File: config.mk
export PLATFORM = sky130hd
export DESIGN_NAME = breath_env
export DESIGN_NICKNAME = d
export VERILOG_FILES = /design/src/rtl/breath_env.sv
export SDC_FILE = /design/constraint.sdc
export NUM_CORES = 1
export LEC_CHECK = 0
export CAP_MARGIN = 20
export CORE_MARGIN = 5
export CORE_UTILIZATION = 45
export CTS_CLUSTER_DIAMETER = 50
export DETAILED_ROUTE_END_ITERATION = 10
export GPL_ROUTABILITY_DRIVEN = 0
export PLACE_DENSITY_LB_ADDON = 0.25
export SETUP_SLACK_MARGIN = 0.15
export SLEW_MARGIN = 40
export SYNTH_ARGS = -nofsm -noshare
export SYNTH_HDL_FRONTEND = slang
export SYNTH_SLANG_ARGS = --single-unit
File: constraint.sdc
create_clock -name clk -period 4.8 [get_ports clk]
set_input_delay 1.44 -clock clk [delete_from_list [all_inputs] [get_ports clk]]
set_output_delay 1.44 -clock clk [all_outputs]
set_load 0.05 [all_outputs]
File: src/rtl/breath_env.sv
// Breathing-envelope generator: rise / hold-high / fall / hold-low duty ramp stepped on PWM wraps.
// Define BREATH_GAMMA_EN to square-law map the level onto duty; otherwise duty equals the level.
module breath_env #(
  parameter int unsigned STEP_DIV = 16,
  parameter int unsigned HOLD_HI  = 32,
  parameter int unsigned HOLD_LO  = 32
) (
  input  logic       clk,
  input  logic       rst,
  input  logic       en,
  input  logic       pwm_wrap,
  output logic [7:0] duty,
  output logic       duty_vld,
  output logic [1:0] phase,
  output logic       cycle_done
);

  localparam int unsigned PreW    = (STEP_DIV > 1) ? $clog2(STEP_DIV) : 1;
  localparam int unsigned HoldMax = (HOLD_HI > HOLD_LO) ? HOLD_HI : HOLD_LO;
  localparam int unsigned HoldW   = (HoldMax > 1) ? $clog2(HoldMax) : 1;

  localparam logic [PreW-1:0]  PreLast = PreW'(STEP_DIV - 1);
  localparam logic [HoldW-1:0] HiLast  = HoldW'(HOLD_HI - 1);
  localparam logic [HoldW-1:0] LoLast  = HoldW'(HOLD_LO - 1);

  localparam logic [1:0] StRise = 2'd0;
  localparam logic [1:0] StHigh = 2'd1;
  localparam logic [1:0] StFall = 2'd2;
  localparam logic [1:0] StLow  = 2'd3;

  logic [PreW-1:0]  pre_q, pre_d;
  logic [HoldW-1:0] hold_q, hold_d;
  logic [7:0]       level_q, level_d;
  logic [1:0]       phase_q, phase_d;
  logic [7:0]       duty_q, duty_d;
  logic             vld_q;
  logic             done_q, done_d;
  logic             tick, step;

  function automatic logic [7:0] map_duty(input logic [7:0] lvl);
`ifdef BREATH_GAMMA_EN
    logic [15:0] sq;
    sq = 16'(lvl) * 16'(lvl);
    // Square law would top out at 254; pin full scale so full-on stays reachable.
    return (lvl == 8'hFF) ? 8'hFF : sq[15:8];
`else
    return lvl;
`endif
  endfunction

  always_comb begin
    tick    = pwm_wrap & en;
    step    = tick & (pre_q == PreLast);
    pre_d   = pre_q;
    hold_d  = hold_q;
    level_d = level_q;
    phase_d = phase_q;
    done_d  = 1'b0;

    if (tick) begin
      pre_d = step ? '0 : pre_q + 1'b1;
    end

    if (step) begin
      case (phase_q)
        StRise: begin
          level_d = level_q + 8'd1;
          if (level_q == 8'hFE) begin
            phase_d = StHigh;
            hold_d  = '0;
          end
        end
        StHigh: begin
          if (hold_q == HiLast) begin
            phase_d = StFall;
            hold_d  = '0;
          end else begin
            hold_d = hold_q + 1'b1;
          end
        end
        StFall: begin
          level_d = level_q - 8'd1;
          if (level_q == 8'd1) begin
            phase_d = StLow;
            hold_d  = '0;
          end
        end
        default: begin
          if (hold_q == LoLast) begin
            phase_d = StRise;
            hold_d  = '0;
            done_d  = 1'b1;
          end else begin
            hold_d = hold_q + 1'b1;
          end
        end
      endcase
    end

    // Reloaded on every step, even when the level holds.
    duty_d = step ? map_duty(level_d) : duty_q;
  end

  always_ff @(posedge clk or posedge rst) begin
    if (rst) begin
      pre_q   <= '0;
      hold_q  <= '0;
      level_q <= '0;
      phase_q <= StRise;
      duty_q  <= '0;
      vld_q   <= 1'b0;
      done_q  <= 1'b0;
    end else begin
      pre_q   <= pre_d;
      hold_q  <= hold_d;
      level_q <= level_d;
      phase_q <= phase_d;
      duty_q  <= duty_d;
      vld_q   <= step;
      done_q  <= done_d;
    end
  end

  assign duty       = duty_q;
  assign duty_vld   = vld_q;
  assign phase      = phase_q;
  assign cycle_done = done_q;

endmodule

==> flow_summary.json <==
{
  "critPathRequiredTime_ps": 4960,
  "holdWs_ps": 483,
  "start_util_pct": 47.0,
  "via_count": 1422,
  "fp.dieH_um": 72.1,
  "ir_drop_v": 0.000217,
  "ys_seq_area_share_pct": 41.8,
  "hold_depth": 1,
  "overflow": 0,
  "crit_slowest_cell": "clkdlybuf4s50_1",
  "hold_viol_final": 0,
  "track_usage_pct": 15.6,
  "grt_pass1_vias": 1409,
  "p_leak_nw": 0.893,
  "seqPwrFrac_pct": 41.1,
  "min-delay-start": "pre_q[3]",
  "area_growth_pct": 15.1,
  "grt_max_degree": 30,
  "cp_top_family": "buffers and inverters",
  "rsz0062_at_grt": "no",
  "critical-path-max-stage-delay_ps": 520,
  "netSwitchingPower_mw": 0.243,
  "yosys_warnings": 0,
  "num-fill-cells": 339,
  "core_mm2": 0.00369,
  "max-slew-margin-rel_pct": 54.7,
  "syn_inst": 196,
  "ant_nets": 0,
  "power.density_mw_per_mm2": 383,
  "r2r-end": "level_q[4]",
  "clkLatencyLatePin_ps": 280,
  "synth_flop_cell": "dfrtp_1",
  "num_rows": 22,
  "port_buffers": 15,
  "drv_cap": 0,
  "cts_tree": "yes",
  "wl_um": 3560,
  "htreeDepth": 2,
  "die-area_mm2": 0.00520,
  "min_period_ps": 3560,
  "max_freq_mhz": 281,
  "netlist_area_mm2": 0.00173,
  "crit_type": "input port to flip-flop",
  "clockBufferDepth": 2,
  "worstHoldEndpoint": "pre_q[3]",
  "crit_arrival_ps": 3720,
  "grt_pass1_wl_um": 6350,
  "drt-initial-drc-count": 134,
  "fin_skew_ps": 2.99,
  "final.period_utilization_pct": 74.1,
  "nNetsFinal": 220,
  "worstMarginPinSlew_ps": 677,
  "antenna_found_initial": 0,
  "drive_gt1_share_pct": 5.83,
  "setup_viol": 0,
  "syn-num-nets": 211,
  "die_w_um": 72.1,
  "synth_area_per_cell_um2": 8.85,
  "cts_root_buffer": "clkbuf_8",
  "synth_cell_types": 40,
  "reg2reg_from": "pre_q[0]",
  "n_antenna_cell": 0,
  "async_reset_ff_share_pct": 100,
  "swShare_pct": 31.8,
  "final.setup.tns_ps": 0,
  "p_comb_share_pct": 25.0,
  "drc": 0,
  "outcome": "finished clean",
  "ctsResizeCount": 0,
  "multi_input_area_um2": 910,
  "hold_buffers": 0,
  "r2r_setup_slack_ps": 2480,
  "post_drt_wl_per_cell_um": 14.0,
  "worstRegToRegCells": 5,
  "cp-end-kind": "flip-flop",
  "cts.clk_slew.worst_paths_ps": 60,
  "min_path_type": "flip-flop to flip-flop",
  "fin_util_pct": 54.1,
  "p_clk_share_pct": 33.9,
  "viasPerCell": 5.60,
  "post-cts-setup-buffers": 0,
  "final_max_slew_viol_count": 0,
  "seq_area_um2": 726,
  "cp_cell_sequence": "clkdlybuf4s50_1 > and3_1 > nand3_1 > inv_2 > o21ai_1 > a221o_1",
  "dp_hpwl_um": 2530,
  "cp-start-kind": "input port",
  "ys_ff_latch": 29,
  "cts_made_buffers": 5,
  "synth_edf_count": 0,
  "cts_sinks": 29,
  "critical_path_buf_inv_count": 2,
  "io_pins": 16,
  "p_int_mw": 0.522,
  "cp_max_fo": 19,
  "dr.pass1.iters": 4
}
-- kinds of logic after synthesis --
| logic type | after synthesis | share of synthesized area (%) |
|---|---|---|
| AO/OA/AOI/OAI | 53 | 18.4 |
| XOR/XNOR | 10 | 5.05 |
| adder cells (fa/ha/maj) | 11 | 7.94 |
| buffers and inverters | 22 | 5.70 |
| flip-flops | 29 | 41.8 |
| multiplexers | 1 | 0.649 |
| AND/OR/NAND/NOR | 70 | 20.4 |
-- final cells by class --
cell class	instances	area share (%)
repair buffers	15	7.52
flip-flops and latches	29	36.4
inverters	9	1.69
well taps	48	3.01
clock inverters	1	1.50
multi-input cells	145	45.6
clock buffers	7	4.33
-- cell usage in the layout (no fill, tap or decap), types with 2 or more instances in the layout --
cell / netlist / layout
nor3_1: 5 / 5
and3_1: 4 / 4
a22oi_1: 5 / 5
a221oi_1: 2 / 2
a31oi_1: 3 / 3
clkbuf_8: 0 / 6
inv_2: 1 / 2
a21o_1: 2 / 2
a21oi_1: 14 / 14
or3_1: 2 / 2
ha_1: 11 / 11
nand2b_1: 4 / 4
nor2_1: 12 / 12
nor2b_1: 3 / 3
inv_1: 8 / 7
o21ai_0: 17 / 17
dfrtp_1: 29 / 29
xor2_1: 4 / 4
and2_1: 2 / 2
nor4_1: 2 / 2
clkdlybuf4s50_1: 0 / 15
xnor2_1: 6 / 6
nand3_1: 9 / 9
nand2_1: 22 / 22
o21ai_1: 3 / 3
-- power by group through the flow --
stage,registers [mW],logic (mW),clock network [mW]
CTS,0.314,0.195,0.268
finish,0.314,0.191,0.259
global placement,0.316,0.192,0
global route,0.320,0.205,0.283
floorplan,0.394,0.0511,0
detailed placement,0.318,0.195,0
-- cells in the mapped netlist (all sizes together) (2+ instances only) --
| cell type | count | share of area (%) |
|---|---|---|
| dfrtp | 29 | 42 |
| nand2 | 22 | 4.8 |
| o21ai | 20 | 5.8 |
| a21oi | 14 | 4.0 |
| nor2 | 12 | 2.6 |
| ha | 11 | 7.9 |
| inv | 9 | 1.9 |
| nand3 | 9 | 2.6 |
| clkbuf | 7 | 1.5 |
| buf | 6 | 2.2 |
| xnor2 | 6 | 3.0 |
| a22oi | 5 | 2.2 |
| nor3 | 5 | 1.4 |
| and3 | 4 | 1.4 |
| nand2b | 4 | 1.4 |
| xor2 | 4 | 2.0 |
| a31oi | 3 | 1.1 |
| nor2b | 3 | 1.1 |
| nor4 | 3 | 1.9 |
| a21o | 2 | 0.87 |
| a221oi | 2 | 1.0 |
| and2 | 2 | 0.72 |
| or3 | 2 | 0.72 |
-- flip-flops by register name (all words and copies together) (netlist names) --
| register | cells |
|---|---|
| cycle_done | 1 |
| duty | 8 |
| duty_vld | 1 |
| hold_q | 5 |
| level_q | 8 |
| phase | 2 |
| pre_q | 4 |
-- worst reg2reg max path: cells and delay by family (launching register included) --
family | cells | cell delay, ps
AOI/OAI and AO/OA | 2 | 640
adders and majority gates | 1 | 210
buffers and inverters | 1 | 480
DFF | 1 | 410
and+or+nand+nor | 1 | 460
-- metrics by stage --
| stage | power [mW] | setup WS [ps] | instances | instance area [um^2] |
|---|---|---|---|---|
| CTS | 0.776 | 1290 | 254 | 2000 |
| global placement | 0.508 | 1090 | 246 | 1880 |
| floorplan | 0.446 | 2170 | 196 | 1730 |
| finish | 0.765 | 1240 | 254 | 2000 |
| detailed placement | 0.513 | 976 | 246 | 1880 |
| global route | 0.809 | 1120 | 254 | 2000 |
-- worst max path at each step --
stage                 endpoint  startpoint  cells past startpoint  slack (ps)
detailed placement  level_q[4]    pwm_wrap                      6         980
CTS                 level_q[4]          en                      6        1290
global placement    level_q[4]    pwm_wrap                      6        1090
floorplan            hold_q[3]    pwm_wrap                      6        2170
global route        level_q[4]          en                      6        1120
finish              level_q[4]          en                      6        1240
-- per-layer routing --
layer  vias up  wire (um)  track usage, %
met3         7        200            4.99
met1       674       1600            19.8
met5         -          0               0
met4         0         54            5.64
li1        705          -               -
met2        36       1710            24.9
Note: power is estimated with default switching activity, not from simulation.
